===== config.mk =====
export PLATFORM = sky130hd
export DESIGN_NAME = hazard_scoreboard
export DESIGN_NICKNAME = d
export VERILOG_FILES = /design/src/rtl/hazard_scoreboard.sv
export SDC_FILE = /design/constraint.sdc
export NUM_CORES = 1
export LEC_CHECK = 0
export ABC_AREA = 1
export CORE_MARGIN = 3
export CORE_UTILIZATION = 65
export DETAILED_ROUTE_END_ITERATION = 16
export DONT_BUFFER_PORTS = 1
export PLACE_DENSITY = 0.78
export RECOVER_POWER = 25
export SLEW_MARGIN = 10
export SYNTH_ARGS = -nofsm -noshare
export SYNTH_HDL_FRONTEND = slang
export SYNTH_SLANG_ARGS = --single-unit

===== constraint.sdc =====
create_clock -name clk -period 8.6 [get_ports clk]
set_input_delay 1.72 -clock clk [delete_from_list [all_inputs] [get_ports clk]]
set_output_delay 1.72 -clock clk [all_outputs]
set_load 0.02 [all_outputs]

===== src/rtl/hazard_scoreboard.sv =====
`default_nettype none
// ============================================================================
// Module      : hazard_scoreboard
// Description : Register scoreboard for a pipelined core. Tracks which
//               registers have a long-latency write (load, multi-cycle
//               mul/div) in flight. Produces fetch/decode stalls for RAW,
//               WAW and in-flight-capacity hazards, and decode/execute
//               flushes for taken branches.
// Ports       : clk          - clock, state changes on rising edge
//               rst          - asynchronous active-low reset
//               Valid_D      - decode holds a valid instruction
//               Rs1_D/Rs2_D  - decode source registers
//               Rd_D         - decode destination register
//               RegWrite_D   - decode instruction writes Rd_D
//               LongOp_D     - decode instruction is long-latency
//               Done_W       - long-latency result writes back this cycle
//               Rd_W         - destination of the completing result
//               PCSrc_E      - taken branch/jump resolved in execute
//               Stall_F/D    - hold fetch / decode
//               Flush_D/E    - bubble decode / execute
//               Pending      - per-register outstanding-write vector
//               OutCount     - number of long writes in flight
//               ErrSpurious  - sticky: completion with nothing outstanding
// Revision    : 1.0 - initial release
// ============================================================================
module hazard_scoreboard #(
    parameter int MAX_OUT = 4
) (
    input  logic        clk,
    input  logic        rst,
    input  logic        Valid_D,
    input  logic [4:0]  Rs1_D,
    input  logic [4:0]  Rs2_D,
    input  logic [4:0]  Rd_D,
    input  logic        RegWrite_D,
    input  logic        LongOp_D,
    input  logic        Done_W,
    input  logic [4:0]  Rd_W,
    input  logic        PCSrc_E,
    output logic        Stall_F,
    output logic        Stall_D,
    output logic        Flush_D,
    output logic        Flush_E,
    output logic [31:0] Pending,
    output logic [3:0]  OutCount,
    output logic        ErrSpurious
);

    localparam logic [3:0] c_MAX_OUT = 4'(MAX_OUT);

    logic [31:0] r_pending;
    logic [3:0]  r_count;
    logic        r_err;

    logic [31:0] w_clr_hit;
    logic [31:0] w_eff_pending;
    logic [31:0] w_set_vec;
    logic [31:0] w_clr_vec;
    logic        w_raw;
    logic        w_waw;
    logic        w_cap;
    logic        w_stall;
    logic        w_issue;
    logic        w_done_valid;
    logic        w_done_spurious;

    // One-hot of the register completing this cycle; x0 never matches.
    assign w_clr_hit = (Done_W && (Rd_W != 5'd0)) ? (32'd1 << Rd_W) : 32'd0;

    // The register file is write-first, so a same-cycle completion already
    // satisfies a consumer in decode.
    assign w_eff_pending = r_pending & ~w_clr_hit;

    assign w_raw = Valid_D &&
                   (((Rs1_D != 5'd0) && w_eff_pending[Rs1_D]) ||
                    ((Rs2_D != 5'd0) && w_eff_pending[Rs2_D]));

    assign w_waw = Valid_D && RegWrite_D && (Rd_D != 5'd0) && w_eff_pending[Rd_D];

    // Any completion this cycle frees a slot in time for the new issue.
    assign w_cap = Valid_D && LongOp_D && (r_count == c_MAX_OUT) && !Done_W;

    // A redirect kills the decode instruction, so it must not be held.
    assign w_stall = (w_raw || w_waw || w_cap) && !PCSrc_E;

    assign w_issue = Valid_D && LongOp_D && RegWrite_D && (Rd_D != 5'd0) &&
                     !w_stall && !PCSrc_E;

    // Only a completion for a register actually outstanding retires an entry.
    assign w_done_valid    = Done_W && r_pending[Rd_W];
    assign w_done_spurious = Done_W && !r_pending[Rd_W];

    assign w_set_vec = w_issue ? (32'd1 << Rd_D) : 32'd0;
    assign w_clr_vec = w_done_valid ? (32'd1 << Rd_W) : 32'd0;

    always_ff @(posedge clk or negedge rst) begin
        if (!rst) begin
            r_pending <= 32'd0;
            r_count   <= 4'd0;
            r_err     <= 1'b0;
        end else begin
            // Set applied after clear: a same-register issue is the younger
            // write and keeps the bit.
            r_pending <= ((r_pending & ~w_clr_vec) | w_set_vec) & 32'hFFFF_FFFE;

            // Saturating guards keep the counter in range even if a spurious
            // completion lets an issue through at full capacity.
            case ({w_issue, w_done_valid})
                2'b10: if (r_count != c_MAX_OUT) r_count <= r_count + 4'd1;
                2'b01: if (r_count != 4'd0)      r_count <= r_count - 4'd1;
                default: r_count <= r_count;
            endcase

            if (w_done_spurious) begin
                r_err <= 1'b1;
            end
        end
    end

    assign Stall_F     = w_stall;
    assign Stall_D     = w_stall;
    assign Flush_D     = PCSrc_E;
    assign Flush_E     = PCSrc_E || w_stall;
    assign Pending     = r_pending;
    assign OutCount    = r_count;
    assign ErrSpurious = r_err;

endmodule
`default_nettype wire


==> results.sh, run 1 <==
export IMPL_nets=585
export IMPL_io_buffers=0
export IMPL_synth_avg_cell_area_um2=5.99
export IMPL_grt_ovfl_total=0
export IMPL_cts_htree_levels=2
export IMPL_startpoint_type="input pin"
export IMPL_initial_core_util_pct=70.3
export IMPL_cp_max_fo=33
export IMPL_cp_end_kind="primary output"
export IMPL_antenna_found_initial=0
export IMPL_fin_util_pct=70.6
export IMPL_cts_inserted_buffers=5
export IMPL_min_path_type="reg -> reg"
export IMPL_cts_root_buf="clkbuf_8"
export IMPL_vias_per_cell=7.01
export IMPL_ys_ff_latch=36
export IMPL_cts_sinks=36
export IMPL_leakage_nw=1.66
export IMPL_clkPwrFrac_pct=25.1
export IMPL_clock_fmax_ghz=0.164
export IMPL_synth_area_leaders="dfrtp_1 26%, nand2_1 17%, nand3_1 13%"
export IMPL_syn_num_nets=612
export IMPL_drt_pass1_iterations=8
export IMPL_first_iter_violations=688
export IMPL_drive_gt1_share_pct=3.43
export IMPL_grt_pass1_vias=3785
export IMPL_rsz0062_at_grt="no"
export IMPL_drv_slew=0
export IMPL_clkLatencyLatePin_ns=0.29
export IMPL_num_vias=4355
export IMPL_grt_pass1_wl_um=19700
export IMPL_r2r_start="Pending[8]$_DFF_PN0_"
export IMPL_ios=68
export IMPL_ys_warn_count=0
export IMPL_critPathLaunch="Rd_W[0]"
export IMPL_grt_max_degree=37
export IMPL_fin_skew_ns=0.00343
export IMPL_finalHoldViolations=0
export IMPL_min_from="ErrSpurious$_DFFE_PN0P_"
export IMPL_die_area_um2=6260
export IMPL_maxCapViolCount=0
export IMPL_post_cts_buffers=0
export IMPL_die_y_um=79.1
export IMPL_syn_area_um2=3470
export IMPL_setup_viol=0
export IMPL_ys_types=32
export IMPL_peakVddDrop_uv=121
export IMPL_hpwl_um=9420
export IMPL_cp_arrival_ns=4.38
export IMPL_powerDensity_nw_per_um2=144
export IMPL_yosysTopAreaCell="dfrtp_1"
export IMPL_p_sw_w=0.000207
export IMPL_ant_nets=0
export IMPL_combPwrFrac_pct=27.7
export IMPL_critPathRequiredTime_ns=6.88
export IMPL_row_count=25
export IMPL_cts_tree="done"
export IMPL_dp_slack_ns=2.65
export IMPL_ctsHoldBuffers=0
export IMPL_holdWs_ns=0.645
export IMPL_slew_headroom_pct=39.3
export IMPL_yosysSeqAreaShare_pct=25.9
export IMPL_period_needed_ns=6.10
export IMPL_area_growth_pct=0.432
export IMPL_detail_route_wl_per_cell_um=20.0
export IMPL_antenna_diode_count=0
export IMPL_gp_congestion=1.09
export IMPL_grt_usage_pct=40.2
export IMPL_tightest_slew_ns=0.907
export IMPL_clk_pin_slew_ns=0.07
export IMPL_seqPwrFrac_pct=47.2
export IMPL_yosysTopAreaCellShare_pct=25.9
export IMPL_status="finished, final reports clean"
export IMPL_core_um2=4940
export IMPL_syn_inst=580
export IMPL_die_width_um=79.1
export IMPL_cts_repair_resized=0
export IMPL_clockBufferDepth=2
export IMPL_instances_no_fill=621
export IMPL_swShare_pct=41.1
export IMPL_drt_drc_violations_left=0
export IMPL_intPower_w=0.000297
export IMPL_min_period_over_period_pct=70.9
export IMPL_worstSetupPathType="in -> out"
export IMPL_fin_setup_tns_ns=0
export IMPL_dp_cells=613
export IMPL_drt_wl_total_um=12400
export IMPL_fin_ws_ns=2.50
export IMPL_fill_cells=446
per-stage QoR:
step	area, um^2	power, W
finish	3490	0.000504
global route	3490	0.000529
CTS	3490	0.000496
detailed placement	3400	0.000375
global placement	3400	0.000368
floorplan	3470	0.000350
critical path: stages:
cell	delay (ns)
nor2_4	0.30
nand2_1	0.24
o21ai_1	0.42
nand2_1	0.09
nand2_1	0.08
a21oi_1	0.04
o21ai_1	0.11
nand3_1	0.11
nand2_1	0.08
nand2_1	0.05
nor2_1	0.17
nor2_1	0.10
nor2_4	0.50
nor2_1	0.36
layout make-up:
class | instances | area, um^2 | share of cell area, %
Sequential cell | 36 | 901 | 25.8
Tap cell | 67 | 83.8 | 2.40
Clock buffer | 8 | 90.1 | 2.58
Inverter | 44 | 165 | 4.73
Multi-Input combinational cell | 466 | 2250 | 64.5
routing by layer:
metal | wire length (um) | share of wire [%] | GRT usage (%)
met5 | 0 | 0 | 0
met2 | 5410 | 44 | 61.1
met4 | 588 | 4.7 | 17.5
met3 | 1860 | 15 | 8.62
met1 | 4580 | 37 | 55.2
layout by cell type, fill, tap and decap left out:
cell,instances
a211oi_1,1
clkbuf_1,2
fa_1,1
clkbuf_8,6
nor4_1,5
ha_1,4
nor2_2,3
nand2_1,159
xnor2_1,1
xor2_1,2
a22oi_1,14
inv_1,34
nand2_2,1
a311oi_1,1
nor3_1,4
a21oi_1,27
nand3_4,1
o21ai_1,12
dfrtp_1,36
nor2_4,3
conb_1,1
nor2_1,77
inv_2,5
a21o_1,1
o21ai_0,5
nand4_1,50
a21boi_0,2
a21boi_1,1
clkinv_1,5
nand3_1,90
logic make-up (layout without fill, tap and decap cells):
group | after synthesis | in the layout | synth area share [%]
buffers and inverters | 78 | 52 | 9.33
flip-flops | 36 | 36 | 25.9
AND/OR/NAND/NOR | 393 | 393 | 51.2
AO/OA/AOI/OAI | 64 | 64 | 10.7
XOR/XNOR | 3 | 3 | 0.757
other | 1 | 1 | 0.108
adder cells (fa/ha/maj) | 5 | 5 | 2.02
registers in the layout, summed over array words and instances (netlist names):
signal,cells
OutCount,4
ErrSpurious,1
Pending,31
power groups by stage:
stage | Combinational, W | Sequential, W | Clock (W)
after global placement | 0.000129 | 0.000239 | 0
after global routing | 0.000154 | 0.000240 | 0.000134
final | 0.000139 | 0.000238 | 0.000127
after floorplan | 0.000120 | 0.000230 | 0
after CTS | 0.000135 | 0.000237 | 0.000124
after detailed placement | 0.000134 | 0.000241 | 0
cell usage after synthesis, drive strengths merged:
| cell type | instances |
|---|---|
| nand2 | 160 |
| nand3 | 91 |
| nor2 | 83 |
| nand4 | 50 |
| inv | 39 |
| dfrtp | 36 |
| a21oi | 27 |
| buf | 17 |
| clkbuf | 17 |
| o21ai | 17 |
| a22oi | 14 |
| clkinv | 5 |
| nor4 | 5 |
| ha | 4 |
| nor3 | 4 |
| a21boi | 3 |
| xor2 | 2 |
| a211oi | 1 |
| a21o | 1 |
| a311oi | 1 |
| conb | 1 |
| fa | 1 |
| xnor2 | 1 |
worst paths after layout:
| kind | end | slack (ns) | cells after the start |
|---|---|---|---|
| setup reg to reg | OutCount[3]$_DFFE_PN0P_ | 4.32 | 23 |
| max in group asynchronous | OutCount[1]$_DFFE_PN0P_ | 7.40 | 0 |
| setup / recovery | Stall_F | 2.50 | 14 |
| hold / removal | ErrSpurious$_DFFE_PN0P_ | 0.64 | 1 |
| hold reg to reg | ErrSpurious$_DFFE_PN0P_ | 0.64 | 1 |
| min in group asynchronous | Pending[21]$_DFF_PN0_ | 1.12 | 0 |
No activity file was read; power rests on OpenSTA's default activity.
==> inputs of run 2 (changes only) <==
Settings changed: CORE_UTILIZATION 65 to 59, PLACE_DENSITY 0.78 to 0.75.
Clock period 8.6 ns to 4.9 ns, I/O delays scaled along.
==> run 2 against run 1 <==
  * Cell count is 1.9% higher
  * Non-clock buffer count is 7 higher
  * Combinational power is 79% higher
  * Highest routed layer unchanged
  * Via count down 2.8%
  * Worst hold slack got worse by 0.26 ns
  * Critical path type unchanged
==> results.sh, run 2 (same netlist as run 1, synthesis figures left out) <==
export IMPL_cts_repair_resized=0
export IMPL_cts_sinks=36
export IMPL_seqPwrFrac_pct=47.1
export IMPL_post_cts_buffers=0
export IMPL_antenna_diode_count=0
export IMPL_fill_cells=581
export IMPL_cpLargestDelayFamily="simple AND/OR/NAND/NOR gates"
export IMPL_detail_route_wl_per_cell_um=19.7
export IMPL_drv_slew=0
export IMPL_maxCapViolCount=0
export IMPL_gp_congestion=1.04
export IMPL_num_vias=4233
export IMPL_largest_reg_flops=31
export IMPL_grt_usage_pct=37.6
export IMPL_core_um2=5610
export IMPL_fin_setup_tns_ns=0
export IMPL_drt_pass1_iterations=8
export IMPL_die_area_um2=6840
export IMPL_p_sw_w=0.000355
export IMPL_cts_htree_levels=2
export IMPL_regArea_um2=901
export IMPL_cts_tree="done"
export IMPL_worstSetupPathType="in -> out"
export IMPL_die_y_um=82.7
export IMPL_combPwrFrac_pct=28.3
export IMPL_cp_num_buf_inv=3
export IMPL_initial_core_util_pct=61.9
export IMPL_leakage_nw=1.70
export IMPL_final_common_cell="nand2_1"
export IMPL_antenna_found_initial=0
export IMPL_grt_pass1_wl_um=19300
export IMPL_path_common_cell="nor2_1"
export IMPL_critPathRequiredTime_ns=3.92
export IMPL_ant_nets=0
export IMPL_min_period_over_period_pct=88.3
export IMPL_clkLatencyLatePin_ns=0.29
export IMPL_cts_root_buf="clkbuf_8"
export IMPL_clockBufferDepth=2
export IMPL_cp_arrival_ns=3.35
export IMPL_nets=592
export IMPL_fin_skew_ns=0.00552
export IMPL_path_cells="inv_2 > nand2_1 > nor2_1 > nand3_1 > o21ai_1 > a21oi_1 > nand3_1 > nand3_1 > nand2_1 > nand2_1 > nor2_1 > nor2_1 > nor2_4 > buf_4 > nor2_1 > buf_4"
export IMPL_clk_pin_slew_ns=0.07
export IMPL_grt_max_degree=37
export IMPL_min_path_type="in -> async"
export IMPL_die_width_um=82.7
export IMPL_drt_wl_total_um=12500
export IMPL_grt_pass1_vias=3806
export IMPL_area_growth_pct=2.13
export IMPL_cts_inserted_buffers=5
export IMPL_hpwl_um=9460
export IMPL_period_needed_ns=4.33
export IMPL_dp_cells=625
export IMPL_startpoint_type="input pin"
export IMPL_slew_headroom_pct=42.4
export IMPL_powerDensity_nw_per_um2=248
export IMPL_final_cell_mix="159 x nand2_1, 90 x nand3_1, 77 x nor2_1"
export IMPL_intPower_w=0.000526
export IMPL_swShare_pct=40.2
export IMPL_cpPeakStageDelay_ns=0.46
export IMPL_finalHoldViolations=0
export IMPL_vias_per_cell=6.69
export IMPL_drt_drc_violations_left=0
export IMPL_drive_gt1_share_pct=4.63
export IMPL_row_count=27
export IMPL_peakVddDrop_uv=226
export IMPL_cp_slowest_cell="o21ai_1"
export IMPL_rsz0062_at_grt="no"
export IMPL_clkPwrFrac_pct=24.6
export IMPL_ctsHoldBuffers=0
export IMPL_instances_no_fill=633
export IMPL_cp_max_fo=32
export IMPL_ios=68
export IMPL_status="finished, final reports clean"
export IMPL_fin_util_pct=63.3
export IMPL_first_iter_violations=713
export IMPL_grt_ovfl_total=0
export IMPL_setup_viol=0
export IMPL_multi_input_area_um2=2250
export IMPL_io_buffers=0
export IMPL_clock_fmax_ghz=0.231
export IMPL_tightest_slew_ns=0.863
export IMPL_cp_end_kind="primary output"
==> run 2: cell types whose count changed in the layout (fill, tap and decap cells not counted) <==
cell,previous run,this run
buf_4,0,7
==> run 2: through the flow <==
stage	setup slack (ns)	hold slack (ns)	power, W	instance area [um^2]
finish	0.575	0.382	0.000881	3550
global route	0.330	0.371	0.000929	3550
CTS	0.685	0.381	0.000873	3550
detailed placement	0.561	0.593	0.000663	3460
global placement	0.590	0.590	0.000657	3460
floorplan	0.808	0.565	0.000614	3470
==> run 2: final timing paths <==
kind | from | depth (start not counted) | slack, ns | end
setup / recovery | Rd_W[1] | 16 | 0.57 | Stall_D
setup reg to reg | Pending[28]$_DFF_PN0_ | 21 | 1.53 | OutCount[3]$_DFFE_PN0P_
hold reg to reg | ErrSpurious$_DFFE_PN0P_ | 1 | 0.60 | ErrSpurious$_DFFE_PN0P_
max in group asynchronous | rst | 0 | 4.43 | Pending[15]$_DFF_PN0_
hold / removal | rst | 0 | 0.38 | Pending[23]$_DFF_PN0_
min in group clk | ErrSpurious$_DFFE_PN0P_ | 1 | 0.60 | ErrSpurious$_DFFE_PN0P_
==> run 2: layout make-up <==
class	instances	share of cell area (%)
Sequential cell	36	25.4
Multi-Input combinational cell	466	63.4
Clock buffer	8	2.54
Timing Repair Buffer	7	1.48
Inverter	44	4.66
Tap cell	72	2.54
==> run 2: per-layer routing <==
metal	vias to the layer above	GRT usage, %	share of wire [%]
li1	1923	-	-
met1	1877	50.1	37
met2	374	59.1	44
met3	59	7.81	14
met4	0	16.2	4.7
met5	-	0	0
==> run 2: power by group through the flow <==
| stage | clock network, W | registers (W) | logic [W] |
|---|---|---|---|
| CTS | 0.000215 | 0.000415 | 0.000243 |
| finish | 0.000216 | 0.000415 | 0.000249 |
| floorplan | 0 | 0.000404 | 0.000210 |
| global route | 0.000230 | 0.000421 | 0.000278 |
| global placement | 0 | 0.000420 | 0.000237 |
| detailed placement | 0 | 0.000421 | 0.000242 |
==> inputs of run 3 (changes only) <==
Settings changed: CORE_UTILIZATION 59 to 25, HOLD_SLACK_MARGIN from default to 0.02, PLACE_DENSITY 0.75 to 0.37.
==> run 3 against run 2 <==
  * Wire length increased by 22%
  * Register-to-register slack better by 0.06 ns
  * Clock skew barely moved
  * Die area up 120%
  * Combinational power increased by 2%
  * Sequential share of layout area decreased by 1.5 points
==> results.sh, run 3 (same netlist as run 1, synthesis figures left out) <==
export IMPL_p_sw_w=0.000389
export IMPL_initial_core_util_pct=25.9
export IMPL_clkPwrFrac_pct=35.2
export IMPL_combPwrFrac_pct=24.5
export IMPL_status="finished, final reports clean"
export IMPL_peakVddDrop_uv=150
export IMPL_period_needed_ns=4.43
export IMPL_r2r_start="Pending[8]$_DFF_PN0_"
export IMPL_grt_usage_pct=20.2
export IMPL_dp_slack_ns=0.417
export IMPL_cp_max_fo=32
export IMPL_grt_max_degree=37
export IMPL_drive_gt1_share_pct=5.15
export IMPL_cts_htree_levels=2
export IMPL_clock_fmax_ghz=0.226
export IMPL_io_buffers=0
export IMPL_detail_route_wl_per_cell_um=20.6
export IMPL_intPower_w=0.000653
export IMPL_ios=68
export IMPL_grt_pass1_wl_um=23700
export IMPL_cts_root_buf="clkbuf_16"
export IMPL_core_um2=13400
export IMPL_drt_drc_violations_left=0
export IMPL_leakage_nw=1.74
export IMPL_worstSetupPathType="in -> out"
export IMPL_grt_pass1_vias=3966
export IMPL_gp_congestion=0.862
export IMPL_reg2reg_depth=23
export IMPL_startpoint_type="input pin"
export IMPL_vias_per_cell=5.51
export IMPL_fin_skew_ns=0.00533
export IMPL_cp_arrival_ns=3.45
export IMPL_cp_end_kind="primary output"
export IMPL_fin_setup_tns_ns=0
export IMPL_r2r_end="OutCount[3]$_DFFE_PN0P_"
export IMPL_ctsHoldBuffers=0
export IMPL_first_iter_violations=537
export IMPL_setup_viol=0
export IMPL_cts_tree="done"
export IMPL_post_cts_buffers=0
export IMPL_die_y_um=124
export IMPL_tightest_slew_ns=0.902
export IMPL_min_period_over_period_pct=90.3
export IMPL_rsz0062_at_grt="no"
export IMPL_grt_ovfl_total=0
export IMPL_cts_inserted_buffers=5
export IMPL_min_path_type="in -> async"
export IMPL_nets=594
export IMPL_maxCapViolCount=0
export IMPL_area_growth_pct=8.43
export IMPL_ant_nets=0
export IMPL_row_count=42
export IMPL_seqPwrFrac_pct=40.3
export IMPL_swShare_pct=37.3
export IMPL_cts_sinks=36
export IMPL_slew_headroom_pct=39.8
export IMPL_drt_pass1_iterations=5
export IMPL_instances_no_fill=739
export IMPL_final_common_cell="nand2_1"
export IMPL_drv_slew=0
export IMPL_antenna_found_initial=0
export IMPL_antenna_diode_count=0
export IMPL_die_area_um2=15300
export IMPL_drt_wl_total_um=15200
export IMPL_clockBufferDepth=2
export IMPL_clk_pin_slew_ns=0.06
export IMPL_final_cell_mix="159 x nand2_1, 90 x nand3_1, 77 x nor2_1"
export IMPL_dp_cells=731
export IMPL_num_vias=4072
export IMPL_fin_ws_ns=0.474
export IMPL_finalHoldViolations=0
export IMPL_cts_repair_resized=0
export IMPL_reg2reg_setup_slack_ns=1.59
export IMPL_largest_reg_flops=31
export IMPL_clkLatencyLatePin_ns=0.28
export IMPL_critPathRequiredTime_ns=3.92
export IMPL_hpwl_um=11900
export IMPL_die_width_um=124
export IMPL_powerDensity_nw_per_um2=276
-- run 3: cell types whose count changed in the layout (fill, tap and decap cells not counted) --
cell	before	now
clkbuf_8	6	0
buf_4	7	9
clkinv_2	0	1
clkbuf_1	2	1
bufinv_16	0	1
clkbuf_16	0	5
-- run 3: worst max-delay path: stages --
cell and delay [ns]:
inv_2 0.06, nand2_1 0.11, nor2_1 0.37, nand3_1 0.14
o21ai_1 0.43, a21oi_1 0.12, nand3_1 0.11, nand3_1 0.07
nand2_1 0.08, nand2_1 0.05, nor2_1 0.17, nor2_1 0.09
nor2_4 0.09, buf_4 0.31, nor2_1 0.09, buf_4 0.19
-- run 3: metrics by stage --
step / hold slack (ns) / utilization [%] / cell area, um^2 / power, W
6_report: 0.387 / 28.1 / 3770 / 0.00104
5_1_grt: 0.379 / 28.1 / 3770 / 0.00109
3_5_place_dp: 0.600 / 26.9 / 3600 / 0.000679
4_1_cts: 0.381 / 28.1 / 3770 / 0.00105
2_1_floorplan: 0.565 / - / 3470 / 0.000614
3_3_place_gp: 0.603 / 26.9 / 3600 / 0.000682
-- run 3: layout make-up --
type | instances | area, um^2
clock inverter | 2 | 35.0
timing repair buffer | 9 | 67.6
fill | 1516 | 9630
multi-input combinational | 466 | 2250
sequential | 36 | 901
tap | 176 | 220
clock buffer | 6 | 129
inverter | 44 | 165
-- run 3: worst max-delay path by stage --
| stage | from | end | depth (start not counted) |
|---|---|---|---|
| finish | Rd_W[1] | Stall_F | 16 |
| global route | Rd_W[1] | Stall_F | 16 |
| CTS | Rd_W[1] | Stall_F | 16 |
| detailed placement | Rd_W[1] | OutCount[3]$_DFFE_PN0P_ | 25 |
| global placement | Rd_W[1] | OutCount[3]$_DFFE_PN0P_ | 25 |
| floorplan | Rd_W[0] | OutCount[3]$_DFFE_PN0P_ | 25 |
-- run 3: layer usage --
metal	vias to the layer above	wire length [um]	global-route usage, %
met1	1937	6660	27.3
met3	26	1180	3.32
met5	-	0	0
met2	178	7020	32.5
li1	1931	-	-
met4	0	381	6.92
-- run 3: power by group through the flow --
stage	Sequential [W]	Combinational [W]	Clock [W]
after floorplan	0.000404	0.000210	0
after global placement	0.000426	0.000256	0
after detailed placement	0.000426	0.000253	0
after CTS	0.000421	0.000254	0.000373
after global routing	0.000425	0.000287	0.000383
final	0.000419	0.000255	0.000367
